`config.mk`:
```
export PLATFORM = sky130hd
export DESIGN_NAME = frv_axi_arbiter_2to1
export DESIGN_NICKNAME = d
export VERILOG_FILES = /design/src/rtl/frv_axi_arbiter_2to1.sv
export SDC_FILE = /design/constraint.sdc
export NUM_CORES = 1
export LEC_CHECK = 0
export CAP_MARGIN = 25
export CORE_AREA = 10 10 168 170
export CTS_CLUSTER_DIAMETER = 200
export DETAILED_ROUTE_END_ITERATION = 10
export DIE_AREA = 0 0 178 180
export GPL_TIMING_DRIVEN = 0
export MAX_ROUTING_LAYER = met4
export PLACE_DENSITY = 0.56
export SYNTH_ARGS = -nofsm -noshare
export SYNTH_HDL_FRONTEND = slang
export SYNTH_SLANG_ARGS = --single-unit
```
`constraint.sdc`:
```
create_clock -name g_clk -period 2.1 [get_ports g_clk]
set_clock_uncertainty 0.2 [all_clocks]
set_input_delay 0.21 -clock g_clk [delete_from_list [all_inputs] [get_ports g_clk]]
set_output_delay 0.21 -clock g_clk [all_outputs]
set_load 0.1 [all_outputs]
```
`src/rtl/frv_axi_arbiter_2to1.sv`:
```
`default_nettype none
// ============================================================================
// Module   : frv_axi_arbiter_2to1
// Brief    : Merges two AXI4-lite master ports (instruction/data adapters)
//            onto one downstream AXI4-lite port. One transaction in flight,
//            round-robin or fixed-priority port choice, responses routed
//            back to the issuing port.
// Revision : 1.0 - initial release
// ============================================================================
module frv_axi_arbiter_2to1 #(
    parameter int ARB_RR   = 1,  // 1: round-robin, 0: s0 always wins
    parameter int WR_FIRST = 1   // 1: write beats read within a port
) (
    input  logic        g_clk,
    input  logic        g_resetn,
    // upstream port 0
    input  logic        s0_axi_awvalid,
    output logic        s0_axi_awready,
    input  logic [31:0] s0_axi_awaddr,
    input  logic [2:0]  s0_axi_awprot,
    input  logic        s0_axi_wvalid,
    output logic        s0_axi_wready,
    input  logic [31:0] s0_axi_wdata,
    input  logic [3:0]  s0_axi_wstrb,
    output logic        s0_axi_bvalid,
    input  logic        s0_axi_bready,
    output logic [1:0]  s0_axi_bresp,
    input  logic        s0_axi_arvalid,
    output logic        s0_axi_arready,
    input  logic [31:0] s0_axi_araddr,
    input  logic [2:0]  s0_axi_arprot,
    output logic        s0_axi_rvalid,
    input  logic        s0_axi_rready,
    output logic [31:0] s0_axi_rdata,
    output logic [1:0]  s0_axi_rresp,
    // upstream port 1
    input  logic        s1_axi_awvalid,
    output logic        s1_axi_awready,
    input  logic [31:0] s1_axi_awaddr,
    input  logic [2:0]  s1_axi_awprot,
    input  logic        s1_axi_wvalid,
    output logic        s1_axi_wready,
    input  logic [31:0] s1_axi_wdata,
    input  logic [3:0]  s1_axi_wstrb,
    output logic        s1_axi_bvalid,
    input  logic        s1_axi_bready,
    output logic [1:0]  s1_axi_bresp,
    input  logic        s1_axi_arvalid,
    output logic        s1_axi_arready,
    input  logic [31:0] s1_axi_araddr,
    input  logic [2:0]  s1_axi_arprot,
    output logic        s1_axi_rvalid,
    input  logic        s1_axi_rready,
    output logic [31:0] s1_axi_rdata,
    output logic [1:0]  s1_axi_rresp,
    // downstream port
    output logic        m_axi_awvalid,
    input  logic        m_axi_awready,
    output logic [31:0] m_axi_awaddr,
    output logic [2:0]  m_axi_awprot,
    output logic        m_axi_wvalid,
    input  logic        m_axi_wready,
    output logic [31:0] m_axi_wdata,
    output logic [3:0]  m_axi_wstrb,
    input  logic        m_axi_bvalid,
    output logic        m_axi_bready,
    input  logic [1:0]  m_axi_bresp,
    output logic        m_axi_arvalid,
    input  logic        m_axi_arready,
    output logic [31:0] m_axi_araddr,
    output logic [2:0]  m_axi_arprot,
    input  logic        m_axi_rvalid,
    output logic        m_axi_rready,
    input  logic [31:0] m_axi_rdata,
    input  logic [1:0]  m_axi_rresp
);

    typedef enum logic [2:0] {
        ST_IDLE  = 3'd0,
        ST_WADDR = 3'd1,
        ST_WRSP  = 3'd2,
        ST_RADDR = 3'd3,
        ST_RRSP  = 3'd4
    } state_t;

    state_t r_state, w_state_nxt;
    logic   r_gnt_id, w_gnt_id_nxt;
    logic   r_gnt_wr, w_gnt_wr_nxt;
    logic   r_last, w_last_nxt;
    logic   r_aw_done, w_aw_done_nxt;
    logic   r_w_done, w_w_done_nxt;

    logic w_wr_req0, w_wr_req1, w_rd_req0, w_rd_req1, w_req0, w_req1;
    logic w_pick, w_pick_wr;
    logic w_aw_hs, w_w_hs;

    // granted-port view of upstream valids/readies
    logic w_g_awvalid, w_g_wvalid, w_g_bready, w_g_arvalid, w_g_rready;
    // handshake signals presented to the granted port only
    logic w_g_awready, w_g_wready, w_g_bvalid, w_g_arready, w_g_rvalid;

    assign w_wr_req0 = s0_axi_awvalid | s0_axi_wvalid;
    assign w_wr_req1 = s1_axi_awvalid | s1_axi_wvalid;
    assign w_rd_req0 = s0_axi_arvalid;
    assign w_rd_req1 = s1_axi_arvalid;
    assign w_req0    = w_wr_req0 | w_rd_req0;
    assign w_req1    = w_wr_req1 | w_rd_req1;

    assign w_g_awvalid = r_gnt_id ? s1_axi_awvalid : s0_axi_awvalid;
    assign w_g_wvalid  = r_gnt_id ? s1_axi_wvalid  : s0_axi_wvalid;
    assign w_g_bready  = r_gnt_id ? s1_axi_bready  : s0_axi_bready;
    assign w_g_arvalid = r_gnt_id ? s1_axi_arvalid : s0_axi_arvalid;
    assign w_g_rready  = r_gnt_id ? s1_axi_rready  : s0_axi_rready;

    // Payload mux keys off the registered grant only, so it cannot move
    // while a downstream valid is asserted.
    assign m_axi_awaddr = r_gnt_id ? s1_axi_awaddr : s0_axi_awaddr;
    assign m_axi_awprot = r_gnt_id ? s1_axi_awprot : s0_axi_awprot;
    assign m_axi_wdata  = r_gnt_id ? s1_axi_wdata  : s0_axi_wdata;
    assign m_axi_wstrb  = r_gnt_id ? s1_axi_wstrb  : s0_axi_wstrb;
    assign m_axi_araddr = r_gnt_id ? s1_axi_araddr : s0_axi_araddr;
    assign m_axi_arprot = r_gnt_id ? s1_axi_arprot : s0_axi_arprot;

    // Response payloads are broadcast; only the granted port sees a valid.
    assign s0_axi_bresp = m_axi_bresp;
    assign s1_axi_bresp = m_axi_bresp;
    assign s0_axi_rdata = m_axi_rdata;
    assign s1_axi_rdata = m_axi_rdata;
    assign s0_axi_rresp = m_axi_rresp;
    assign s1_axi_rresp = m_axi_rresp;

    assign s0_axi_awready = w_g_awready & ~r_gnt_id;
    assign s1_axi_awready = w_g_awready &  r_gnt_id;
    assign s0_axi_wready  = w_g_wready  & ~r_gnt_id;
    assign s1_axi_wready  = w_g_wready  &  r_gnt_id;
    assign s0_axi_bvalid  = w_g_bvalid  & ~r_gnt_id;
    assign s1_axi_bvalid  = w_g_bvalid  &  r_gnt_id;
    assign s0_axi_arready = w_g_arready & ~r_gnt_id;
    assign s1_axi_arready = w_g_arready &  r_gnt_id;
    assign s0_axi_rvalid  = w_g_rvalid  & ~r_gnt_id;
    assign s1_axi_rvalid  = w_g_rvalid  &  r_gnt_id;

    // Port choice and write/read choice for a new grant
    always_comb begin
        w_pick    = 1'b0;
        w_pick_wr = 1'b0;
        if (ARB_RR != 0) begin
            if (w_req0 && w_req1) w_pick = ~r_last;
            else                  w_pick = w_req1;
        end else begin
            w_pick = ~w_req0;
        end
        if (w_pick) w_pick_wr = (WR_FIRST != 0) ? w_wr_req1 : ~w_rd_req1;
        else        w_pick_wr = (WR_FIRST != 0) ? w_wr_req0 : ~w_rd_req0;
    end

    // Next-state and handshake steering for the single in-flight transaction
    always_comb begin
        w_state_nxt   = r_state;
        w_gnt_id_nxt  = r_gnt_id;
        w_gnt_wr_nxt  = r_gnt_wr;
        w_last_nxt    = r_last;
        w_aw_done_nxt = r_aw_done;
        w_w_done_nxt  = r_w_done;
        m_axi_awvalid = 1'b0;
        m_axi_wvalid  = 1'b0;
        m_axi_bready  = 1'b0;
        m_axi_arvalid = 1'b0;
        m_axi_rready  = 1'b0;
        w_g_awready   = 1'b0;
        w_g_wready    = 1'b0;
        w_g_bvalid    = 1'b0;
        w_g_arready   = 1'b0;
        w_g_rvalid    = 1'b0;
        w_aw_hs       = 1'b0;
        w_w_hs        = 1'b0;
        case (r_state)
            ST_IDLE: begin
                if (w_req0 || w_req1) begin
                    w_gnt_id_nxt = w_pick;
                    w_gnt_wr_nxt = w_pick_wr;
                    w_state_nxt  = w_pick_wr ? ST_WADDR : ST_RADDR;
                end
            end
            ST_WADDR: begin
                m_axi_awvalid = w_g_awvalid & ~r_aw_done;
                m_axi_wvalid  = w_g_wvalid  & ~r_w_done;
                w_g_awready   = m_axi_awready & ~r_aw_done;
                w_g_wready    = m_axi_wready  & ~r_w_done;
                w_aw_hs       = m_axi_awvalid & m_axi_awready;
                w_w_hs        = m_axi_wvalid  & m_axi_wready;
                if ((r_aw_done || w_aw_hs) && (r_w_done || w_w_hs)) begin
                    w_aw_done_nxt = 1'b0;
                    w_w_done_nxt  = 1'b0;
                    w_state_nxt   = ST_WRSP;
                end else begin
                    w_aw_done_nxt = r_aw_done | w_aw_hs;
                    w_w_done_nxt  = r_w_done  | w_w_hs;
                end
            end
            ST_WRSP: begin
                // a B is only forwarded while a write holds the grant
                if (r_gnt_wr) begin
                    w_g_bvalid   = m_axi_bvalid;
                    m_axi_bready = w_g_bready;
                    if (m_axi_bvalid && w_g_bready) begin
                        w_last_nxt  = r_gnt_id;
                        w_state_nxt = ST_IDLE;
                    end
                end
            end
            ST_RADDR: begin
                m_axi_arvalid = w_g_arvalid;
                w_g_arready   = m_axi_arready;
                if (w_g_arvalid && m_axi_arready) w_state_nxt = ST_RRSP;
            end
            ST_RRSP: begin
                if (!r_gnt_wr) begin
                    w_g_rvalid   = m_axi_rvalid;
                    m_axi_rready = w_g_rready;
                    if (m_axi_rvalid && w_g_rready) begin
                        w_last_nxt  = r_gnt_id;
                        w_state_nxt = ST_IDLE;
                    end
                end
            end
            default: w_state_nxt = ST_IDLE;
        endcase
    end

    // State register; reset aborts any transaction immediately
    always_ff @(posedge g_clk or negedge g_resetn) begin
        if (!g_resetn) begin
            r_state   <= ST_IDLE;
            r_gnt_id  <= 1'b0;
            r_gnt_wr  <= 1'b0;
            r_last    <= 1'b1;
            r_aw_done <= 1'b0;
            r_w_done  <= 1'b0;
        end else begin
            r_state   <= w_state_nxt;
            r_gnt_id  <= w_gnt_id_nxt;
            r_gnt_wr  <= w_gnt_wr_nxt;
            r_last    <= w_last_nxt;
            r_aw_done <= w_aw_done_nxt;
            r_w_done  <= w_w_done_nxt;
        end
    end

endmodule
`default_nettype wire

```
==> qor.json, run 1 <==
{
  "clocking": {
    "clk_root_buffer_cell": "sky130_fd_sc_hd__clkbuf_16",
    "cts.reportedPaths.clkPinSlew_ns": 0.04,
    "post_cts_hold_buffer_count": 0,
    "htree_levels": 1,
    "tritoncts": "built",
    "cts_num_sinks": 8,
    "cts_inserted_buffers": 3,
    "clk_latency_ns": 0.24,
    "cts_max_path_buffers": 2
  },
  "finish": {
    "layout.nets": 978,
    "antennaDiodeCount": 0,
    "drive_above_1_share": 0.520,
    "layout_commonest_cell": "sky130_fd_sc_hd__clkdlybuf4s50_1",
    "layout.cell_area.non_filler_mm2": 0.00759,
    "mostFrequentLayoutCells": "sky130_fd_sc_hd__clkdlybuf4s50_1 (300), sky130_fd_sc_hd__buf_4 (151), sky130_fd_sc_hd__mux2_2 (111)",
    "area_delta_synth_final_pct": 213
  },
  "pwr": {
    "vdd_ir_drop_max_mv": 0.838,
    "p_total_w": 0.0110,
    "leakagePower_nw": 3.19,
    "cellPowerDensity_mw_per_mm2": 1450
  },
  "worst_setup_path": {
    "crit_family": "buffers and inverters",
    "timing.critical_path.fanout_max": 9,
    "crit_required_ns": 1.69,
    "cp-start-kind": "flop",
    "cpPeakStageDelay_ns": 0.38,
    "setup.worst_path.end_class": "primary output",
    "worstPathArrival_ns": 1.76,
    "rr_startpoint": "r_state[2]",
    "source_of_the_critical_timing_path": "r_gnt_id",
    "critPathKind": "reg -> out",
    "critical_path.cell_chain": "buf_12, clkbuf_16, clkbuf_16, clkinvlp_4, buf_4, nor3_4, buf_12",
    "critical-path-slowest-cell": "sky130_fd_sc_hd__dfrtp_1",
    "timing.critical_path.buf_inv": 6
  },
  "grt": {
    "gr-total-overflow": 0,
    "grt_first_pass_wirelength_um": 27200,
    "grt_antenna_before_repair": 0,
    "grt_start_max_net_pins": 11,
    "gr-usage-all-layers": 0.115,
    "grt_pass1_vias": 4095
  },
  "place": {
    "placement.cell_area_mm2": 0.00720,
    "place_hpwl_um": 17800,
    "final_weighted_congestion_in_routability_driven_placement": 0.817,
    "port_buffers": 421
  },
  "synth": {
    "synth.lib_cells_used.distinct": 34,
    "synth_seq_area_share": 0.0832,
    "synth_nets": 533,
    "synth-edff-count": 0,
    "syn_avg_cell_area_um2": 9.04,
    "synth_warnings": 0,
    "yosys_register_bits": 8,
    "synthArstFlopShare": 1.00,
    "post_synth_instance_area_mm2": 0.00242,
    "post_syn_instances": 268,
    "main_synth_ff_type": "sky130_fd_sc_hd__dfrtp_1"
  },
  "sta": {
    "fin_crit_sh": 1.03,
    "report.final.slew_viol_count": 0,
    "max_slew.worst_pin.slew_ns": 1.03,
    "setup_repair_after_global_routing_missed_its_margin": "yes",
    "fmax_ghz": 0.461,
    "setup_viol": 41,
    "relSlewSlack": 0.309,
    "number_of_failing_hold_endpoints_at_the_final_stage": 0,
    "hold_ws_ns": 0.0582,
    "final_critical_path_setup_slack_ns": -0.0693,
    "clock_period_minus_worst_slack_ns": 2.17
  },
  "flow_run": {
    "drv.max_cap_violation_count": 0
  },
  "drt": {
    "routed.top_layer": "met4",
    "drt_iter0_drc": 89,
    "drt-vias-per-instance": 3.47,
    "wl_met2_um": 10700,
    "wl_met3_um": 1360,
    "vias": 3620,
    "routedWlPerCell_um": 18.8,
    "drt-total-wl_um": 19600,
    "detail-route-antenna-nets": 0,
    "met1_length_um": 7380,
    "detailedRoute.firstPassIterationCount": 4,
    "drc_errors": 0
  },
  "worst_hold_path": {
    "min-delay-path-class": "in -> async"
  },
  "die": {
    "ios": 458,
    "initial_utilization": 0.0973,
    "die_x_um": 178,
    "die_h_um": 180,
    "fp.dieArea_mm2": 0.0320,
    "core_area_mm2": 0.0249,
    "std_cell_rows": 58
  },
  "run_status": {
    "failed_checks": "setup timing",
    "outcome": "complete, but fails checks"
  }
}
[where the power goes]
group | internal (W) | switching [W]
Sequential | 0.000235 | 0.0000987
Clock | 0.000254 | 0.0000836
Combinational | 0.00320 | 0.00711
[cell families after synthesis]
family,after synthesis,share of synthesized area
simple gates,43,0.0899
compound gates,13,0.0398
flops,8,0.0832
mux,115,0.534
buf+inv,89,0.254
[metrics by stage]
stage               std cells  TNS (ns)   util  setup WS, ns
global placement         1019    -91.44  0.288        -0.913
floorplan                 268    -0.254      -        -0.114
detailed placement       1020    -90.54  0.289        -0.921
finish                   1042    -0.805  0.305       -0.0693
CTS                      1030     -3.15  0.289        -0.136
global route             1042     -3.98  0.305        -0.134
[per-layer routing]
metal | vias to the layer above | GRT usage
met4 | 0 | 0.0143
li1 | 1760 | -
met5 | - | -
met2 | 192 | 0.215
met3 | 9 | 0.0214
met1 | 1659 | 0.124
[path summary, 6_finish.rpt]
check                      slack, ns  cells past startpoint              to
setup / recovery               -0.07                      7  s1_axi_arready
min in group g_clk              0.37                      1        r_w_done
hold / removal                  0.06                      1       r_aw_done
max in group asynchronous       1.33                      1          r_last
hold reg to reg                 0.37                      1        r_w_done
setup reg to reg                0.06                      6      r_state[1]
[cell type report]
| class | instances | area [um^2] |
|---|---|---|
| sequential | 8 | 205 |
| buffer | 84 | 693 |
| fill | 2616 | 17300 |
| inverter | 4 | 18.8 |
| timing repair buffer | 441 | 4430 |
| tap | 330 | 413 |
| multi-input combinational | 171 | 1760 |
| clock buffer | 4 | 78.8 |
[synthesized netlist by cell type (2+ instances only)]
master | instances | share of area
sky130_fd_sc_hd__and2_1 | 4 | 0.010
sky130_fd_sc_hd__and3_1 | 3 | 0.0077
sky130_fd_sc_hd__buf_2 | 5 | 0.010
sky130_fd_sc_hd__buf_4 | 73 | 0.23
sky130_fd_sc_hd__clkbuf_1 | 7 | 0.011
sky130_fd_sc_hd__dfrtp_1 | 7 | 0.072
sky130_fd_sc_hd__inv_1 | 4 | 0.0062
sky130_fd_sc_hd__mux2_2 | 112 | 0.52
sky130_fd_sc_hd__mux2i_1 | 2 | 0.0083
sky130_fd_sc_hd__nand2_1 | 4 | 0.0062
sky130_fd_sc_hd__nand3_1 | 2 | 0.0041
sky130_fd_sc_hd__nand3b_1 | 2 | 0.0062
sky130_fd_sc_hd__nor2_1 | 15 | 0.023
sky130_fd_sc_hd__nor3_1 | 6 | 0.012
sky130_fd_sc_hd__or3_1 | 3 | 0.0077
[flip-flops by register name, indices dropped and copies added (netlist names)]
register,count
r_w_done,1
r_gnt_id,1
r_state,3
r_aw_done,1
r_gnt_wr,1
r_last,1
[repair_timing]
action	CTS	global route
pin swaps	2	8
gates resized for setup	761	118
gates cloned	0	0
setup endpoints to repair	124	108
setup buffers	7	13
(Power assumes the default switching activity.)
==> run 2: changes to the inputs <==
--- a/config.mk
+++ b/config.mk
@@ -13,6 +13,7 @@
 export GPL_TIMING_DRIVEN = 0
 export MAX_ROUTING_LAYER = met4
 export PLACE_DENSITY = 0.56
+export SLEW_MARGIN = 20
 export SYNTH_ARGS = -nofsm -noshare
 export SYNTH_HDL_FRONTEND = slang
 export SYNTH_SLANG_ARGS = --single-unit
==> results of run 2 <==
No change in the layout: final DEF, timing and power equal those of run 1.
==> run 3: changes to the inputs <==
--- a/config.mk
+++ b/config.mk
@@ -7,7 +7,7 @@
 export LEC_CHECK = 0
 export CAP_MARGIN = 25
 export CORE_AREA = 10 10 168 170
-export CTS_CLUSTER_DIAMETER = 200
+export CTS_CLUSTER_DIAMETER = 40
 export DETAILED_ROUTE_END_ITERATION = 10
 export DIE_AREA = 0 0 178 180
 export GPL_TIMING_DRIVEN = 0
==> results of run 3 <==
No change in the layout: final DEF, timing and power equal those of run 1.
